## config.mk

```make
export PLATFORM = sky130hd
export DESIGN_NAME = stopwatch_timer
export DESIGN_NICKNAME = d
export VERILOG_FILES = /design/src/rtl/stopwatch_timer_pkg.sv /design/src/rtl/stopwatch_timer_tick_gen.sv /design/src/rtl/stopwatch_timer.sv
export SDC_FILE = /design/constraint.sdc
export NUM_CORES = 1
export LEC_CHECK = 0
export BUFFER_PORTS_ARGS = -buffer_cell sky130_fd_sc_hd__buf_2
export CAP_MARGIN = 15
export CORE_MARGIN = 2
export CORE_UTILIZATION = 53
export DETAILED_ROUTE_END_ITERATION = 12
export GPL_TIMING_DRIVEN = 0
export PLACE_DENSITY = 0.91
export SLEW_MARGIN = 20
export SYNTH_ARGS = -nofsm -noshare
export SYNTH_HDL_FRONTEND = slang
export SYNTH_SLANG_ARGS = --single-unit
```

## constraint.sdc

```tcl
create_clock -name clk -period 2.1 [get_ports clk]
set_input_delay 0.315 -clock clk [delete_from_list [all_inputs] [get_ports clk]]
set_output_delay 0.315 -clock clk [all_outputs]
set_load 0.02 [all_outputs]
```

## src/rtl/stopwatch_timer_pkg.sv

```systemverilog
// Shared state/mode encodings for the stopwatch timebase, so command and display layers decode identically.
// No logic, no latency; no backpressure.
package stopwatch_timer_pkg;

  typedef enum logic [1:0] {
    ST_IDLE    = 2'b00,
    ST_RUNNING = 2'b01,
    ST_PAUSED  = 2'b10,
    ST_EXPIRED = 2'b11
  } state_t;

  localparam logic MODE_UP   = 1'b0;
  localparam logic MODE_DOWN = 1'b1;

  // States from which a start request reloads the counter and latches the mode.
  function automatic logic is_loadable(input state_t s);
    return (s == ST_IDLE) || (s == ST_EXPIRED);
  endfunction

endpackage

```

## src/rtl/stopwatch_timer_tick_gen.sv

```systemverilog
// Prescaler: tick every PRESCALE enabled cycles, phase held while en is low, zeroed by clr/rst.
// tick is combinational from the divider register; no backpressure.
module tick_gen #(
  parameter int PRESCALE = 1
) (
  input  logic clk,
  input  logic rst,
  input  logic en,
  input  logic clr,
  output logic tick
);

  localparam int DIV_W = (PRESCALE > 1) ? $clog2(PRESCALE) : 1;
  localparam logic [DIV_W-1:0] DIV_MAX = DIV_W'(PRESCALE - 1);

  logic [DIV_W-1:0] div;

  assign tick = en && (div == DIV_MAX);

  always_ff @(posedge clk) begin
    if (rst || clr) begin
      div <= '0;
    end else if (tick) begin
      div <= '0;
    end else if (en) begin
      div <= div + DIV_W'(1);
    end
  end

endmodule

```

## src/rtl/stopwatch_timer.sv

```systemverilog
// Run/pause/expire controller with up/down counter, lap capture and prescaled step; outputs registered,
// status pulses one cycle after the causing edge; no backpressure, level inputs re-trigger every cycle.
module stopwatch_timer
  import stopwatch_timer_pkg::*;
#(
  parameter int CNT_W    = 16,
  parameter int PRESCALE = 1
) (
  input  logic             clk,
  input  logic             rst,
  input  logic             start,
  input  logic             stop,
  input  logic             clear,
  input  logic             lap,
  input  logic             mode_down,
  input  logic [CNT_W-1:0] load_val,
  output logic [1:0]       state,
  output logic             count_en,
  output logic [CNT_W-1:0] count,
  output logic [CNT_W-1:0] lap_val,
  output logic             lap_valid,
  output logic             rollover,
  output logic             expired
);

  localparam logic [CNT_W-1:0] ONE      = CNT_W'(1);
  localparam logic [CNT_W-1:0] ALL_ONES = {CNT_W{1'b1}};

  state_t st;
  logic   mode_q;
  logic   tick;
  logic   load;

  assign state    = st;
  assign count_en = (st == ST_RUNNING);
  assign load     = start && !clear && is_loadable(st);

  tick_gen #(.PRESCALE(PRESCALE)) u_tick (
    .clk  (clk),
    .rst  (rst),
    .en   (count_en),
    .clr  (clear || load),
    .tick (tick)
  );

  always_ff @(posedge clk) begin
    if (rst) begin
      st        <= ST_IDLE;
      mode_q    <= MODE_UP;
      count     <= '0;
      lap_val   <= '0;
      lap_valid <= 1'b0;
      rollover  <= 1'b0;
      expired   <= 1'b0;
    end else begin
      rollover  <= 1'b0;
      expired   <= 1'b0;
      lap_valid <= 1'b0;

      if (lap && !clear && (st == ST_RUNNING || st == ST_PAUSED)) begin
        lap_val   <= count;
        lap_valid <= 1'b1;
      end

      if (clear) begin
        st    <= ST_IDLE;
        count <= '0;
      end else begin
        case (st)
          ST_IDLE, ST_EXPIRED: begin
            if (start) begin
              mode_q <= mode_down;
              if (mode_down == MODE_DOWN) begin
                count <= load_val;
                if (load_val == '0) begin
                  st      <= ST_EXPIRED;
                  expired <= 1'b1;
                end else begin
                  st <= ST_RUNNING;
                end
              end else begin
                count <= '0;
                st    <= ST_RUNNING;
              end
            end
          end
          ST_RUNNING: begin
            // A step due on this edge lands even when stop pauses us.
            if (tick) begin
              if (mode_q == MODE_DOWN) begin
                count <= count - ONE;
              end else begin
                count    <= count + ONE;
                rollover <= (count == ALL_ONES);
              end
            end
            if (stop) begin
              st <= ST_PAUSED;
            end else if (tick && mode_q == MODE_DOWN && count == ONE) begin
              st      <= ST_EXPIRED;
              expired <= 1'b1;
            end
          end
          ST_PAUSED: begin
            if (start) st <= ST_RUNNING;
          end
          default: begin
            st <= ST_IDLE;
          end
        endcase
      end
    end
  end

endmodule
```

==> impl_metrics.yaml <==
sta:
  tightest_slew_ps: 595
  max_freq_mhz: 489
  finalCritPeriodShare_pct: 97.4
  maxSlewViolCount: 0
  setup_viol: 0
  rsz0062_at_grt: "false"
  setup_tns_ps: 0
  period_needed_ps: 2050
  layout_setup_ws_ps: 53.8
  hold_viol: 0
  max_slew_margin_pct: 60.3
  finClkSkew_ps: 2.77
synthesis:
  syn_inst: 292
  syn_area_per_cell_sq_um: 7.88
  ys_ff_latch: 39
  synth_warnings: 0
  synth_cell_types: 54
  synth.cell_area_sq_um: 2300
  seq_area_frac_synth_pct: 33.9
  synth_ff_type: "dfxtp_1"
  syn-num-nets: 320
  synth_edf_count: 0
  synthArstFlopShare_pct: 0
placement:
  globalplace.congestion: 0.975
  placed_area_sq_um: 2660
  dp_slack_ps: -75.5
  dp_hpwl_um: 4790
  io_buffers: 60
critical_path:
  cp_data_required_time_ps: 2260
  r2r-end: "count[12]"
  r2r-start: "count[0]"
  slowest_stage: "dfxtp_1"
  crit_type: "reg2reg"
  end_kind: "flop"
  crit_chain: "ha_1 -> and3b_1 -> nand3_1 -> o22ai_1 -> mux2i_1 -> o22ai_1"
  worstPathArrival_ps: 2210
  critPathLaunch: "count[0]"
  max_stage_delay_ps: 530
  critPathTopFamily: "flip-flops"
  rrSetupSlack_ps: 50
  cp-start-kind: "flop"
  worst-path-max-fanout: 7
  reg2reg_depth: 6
  timing.critical_path.buf_inv: 0
  cpMostUsedCell: "o22ai_1"
die:
  design.die.area_sq_um: 4880
  initial_core_util_pct: 56.3
  die_y_um: 69.9
  pin_count: 61
  core_area_sq_um: 4090
  dieWidth_um: 69.9
  fp-row-count: 23
grt:
  antenna_found_initial: 0
  grt-ovfl-total: 0
  grt_pass1_wl_um: 10400
  grt_pass1_vias: 2267
  grt_max_degree: 14
  globalRouteTotalUtil_pct: 26.0
power:
  leakage_nw: 1.18
  power_per_cell_area_nw_per_um2: 671
  vdd_drop_max_mv: 0.426
worst_hold_path:
  hold_start: "load_val[11]"
  hold_depth: 3
  hold_class: "in2reg"
  min_to: "count[11]"
clocking:
  cts_htree_levels: 2
  cts_buffers: 5
  cts_buffer_depth: 2
  clkLatencyLatePin_ps: 300
  cts-root-buf: "clkbuf_8"
  clk_pin_slew_ps: 80
  clkSinkCount: 39
  cts_tree: "done"
routing:
  wl_um: 6600
  route.detailed.drc: 0
  first_pass_iters: 6
  viasPerCell: 6.09
  antenna_left: 0
  num_vias: 2484
  first_iter_violations: 218
  wire_per_inst_um: 16.2
run:
  drv_cap: 0
layout:
  area_growth_pct: 20.8
  mostFrequentLayoutCells: "69 x buf_2, 43 x nand2_1, 39 x dfxtp_1"
  final_common_cell: "buf_2"
  fin_area_sq_um: 2780
  antenna_cells: 0
  fin_nets: 385
  drive_above_1_share_pct: 27.7
outcome:
  status: "finished, final reports clean"
-- sequential cells by signal, summed over array words and instances (netlist names) --
signal,flops
count,16
lap_val,16
state,2
expired,1
lap_valid,1
mode_q,1
rollover,1
u_tick.div,1
-- power by group --
part / total [mW] / switching, mW / internal, mW
Combinational: 0.434 / 0.273 / 0.161
Sequential: 0.796 / 0.0328 / 0.763
Clock: 0.636 / 0.282 / 0.354
-- area by class of cell --
cell class / instances / area, sq um
Multi-Input combinational cell: 220 / 1360
Clock inverter: 3 / 43.8
Timing Repair Buffer: 60 / 300
Inverter: 7 / 26.3
Clock buffer: 5 / 68.8
Fill cell: 375 / 1310
Sequential cell: 39 / 781
Buffer: 24 / 135
Tap cell: 50 / 62.6
-- timing repair --
action | CTS | global route
setup endpoints to repair | 5 | 25
gates resized for setup | 1 | 7
hold buffers | 0 | 0
setup buffers | 0 | 0
cloned | 0 | 0
-- worst max path at each step --
stage,to,slack (ps),depth (start not counted)
2_1_floorplan,count[9],150,8
4_1_cts,count[0],10,7
6_report,count[12],50,6
3_3_place_gp,count[6],-4,9
5_1_grt,count[12],30,6
3_5_place_dp,count[6],-80,9
-- cells in the mapped netlist (2+ instances only) --
cell / number / share of area, %
ha_1: 5 / 2.7
or2_2: 4 / 1.1
a221oi_1: 3 / 1.1
clkbuf_1: 12 / 2.0
or3_1: 4 / 1.1
and4_1: 3 / 1.1
a21oi_1: 33 / 7.2
nand2_1: 43 / 7.0
o31ai_1: 3 / 0.98
or4_1: 2 / 0.65
nor4_1: 4 / 1.1
o32ai_1: 2 / 0.76
o21ai_0: 8 / 1.7
nor2b_1: 2 / 0.54
nor3_1: 8 / 1.7
nor2_1: 20 / 3.3
dfxtp_1: 39 / 34
and3_1: 5 / 1.4
a31oi_1: 4 / 1.1
nand4b_1: 2 / 0.76
nand3_1: 9 / 2.0
mux2i_1: 8 / 3.5
o22ai_1: 5 / 1.4
o211ai_1: 5 / 1.6
inv_1: 7 / 1.1
xor2_1: 2 / 0.76
a211oi_1: 2 / 0.65
a22oi_1: 2 / 0.65
buf_2: 11 / 2.4
nand4_1: 6 / 1.6
buf_6: 3 / 1.5
o32ai_2: 2 / 1.4
nor4b_1: 2 / 0.76
nand2b_1: 2 / 0.54
-- cells by family after synthesis --
| kind of cell | after synthesis | synth area share [%] |
|---|---|---|
| multiplexers | 8 | 3.48 |
| flip-flops | 39 | 33.9 |
| buffers and inverters | 33 | 6.96 |
| adder cells (fa/ha/maj) | 5 | 2.72 |
| AND/OR/NAND/NOR | 128 | 30.5 |
| XOR/XNOR | 3 | 1.14 |
| AO/OA/AOI/OAI | 76 | 21.2 |
-- tightest hold or removal path: cells and delay by family --
| kind | cells | cell delay [ps] |
|---|---|---|
| AO/OA/AOI/OAI | 1 | 70 |
| buffers and inverters | 1 | 120 |
| AND/OR/NAND/NOR | 1 | 70 |
-- routing by layer --
layer	up-vias	global-route usage, %	share of wire [%]	wire length [um]
met1	1121	34.2	41	2730
met2	141	42.0	45	2960
met5	-	0	0	0
li1	1194	-	-	-
met4	0	12.2	3.9	257
met3	28	3.90	9.9	650
-- stage by stage --
stage	hold slack, ps	std cells	utilization [%]	power (mW)
2_1_floorplan	462	292	-	1.10
6_report	321	408	68.0	1.87
3_5_place_dp	443	402	65.2	1.23
4_1_cts	320	409	67.9	1.85
5_1_grt	343	408	68.0	1.93
3_3_place_gp	439	402	65.2	1.22
No activity file was read; power rests on OpenSTA's default activity.
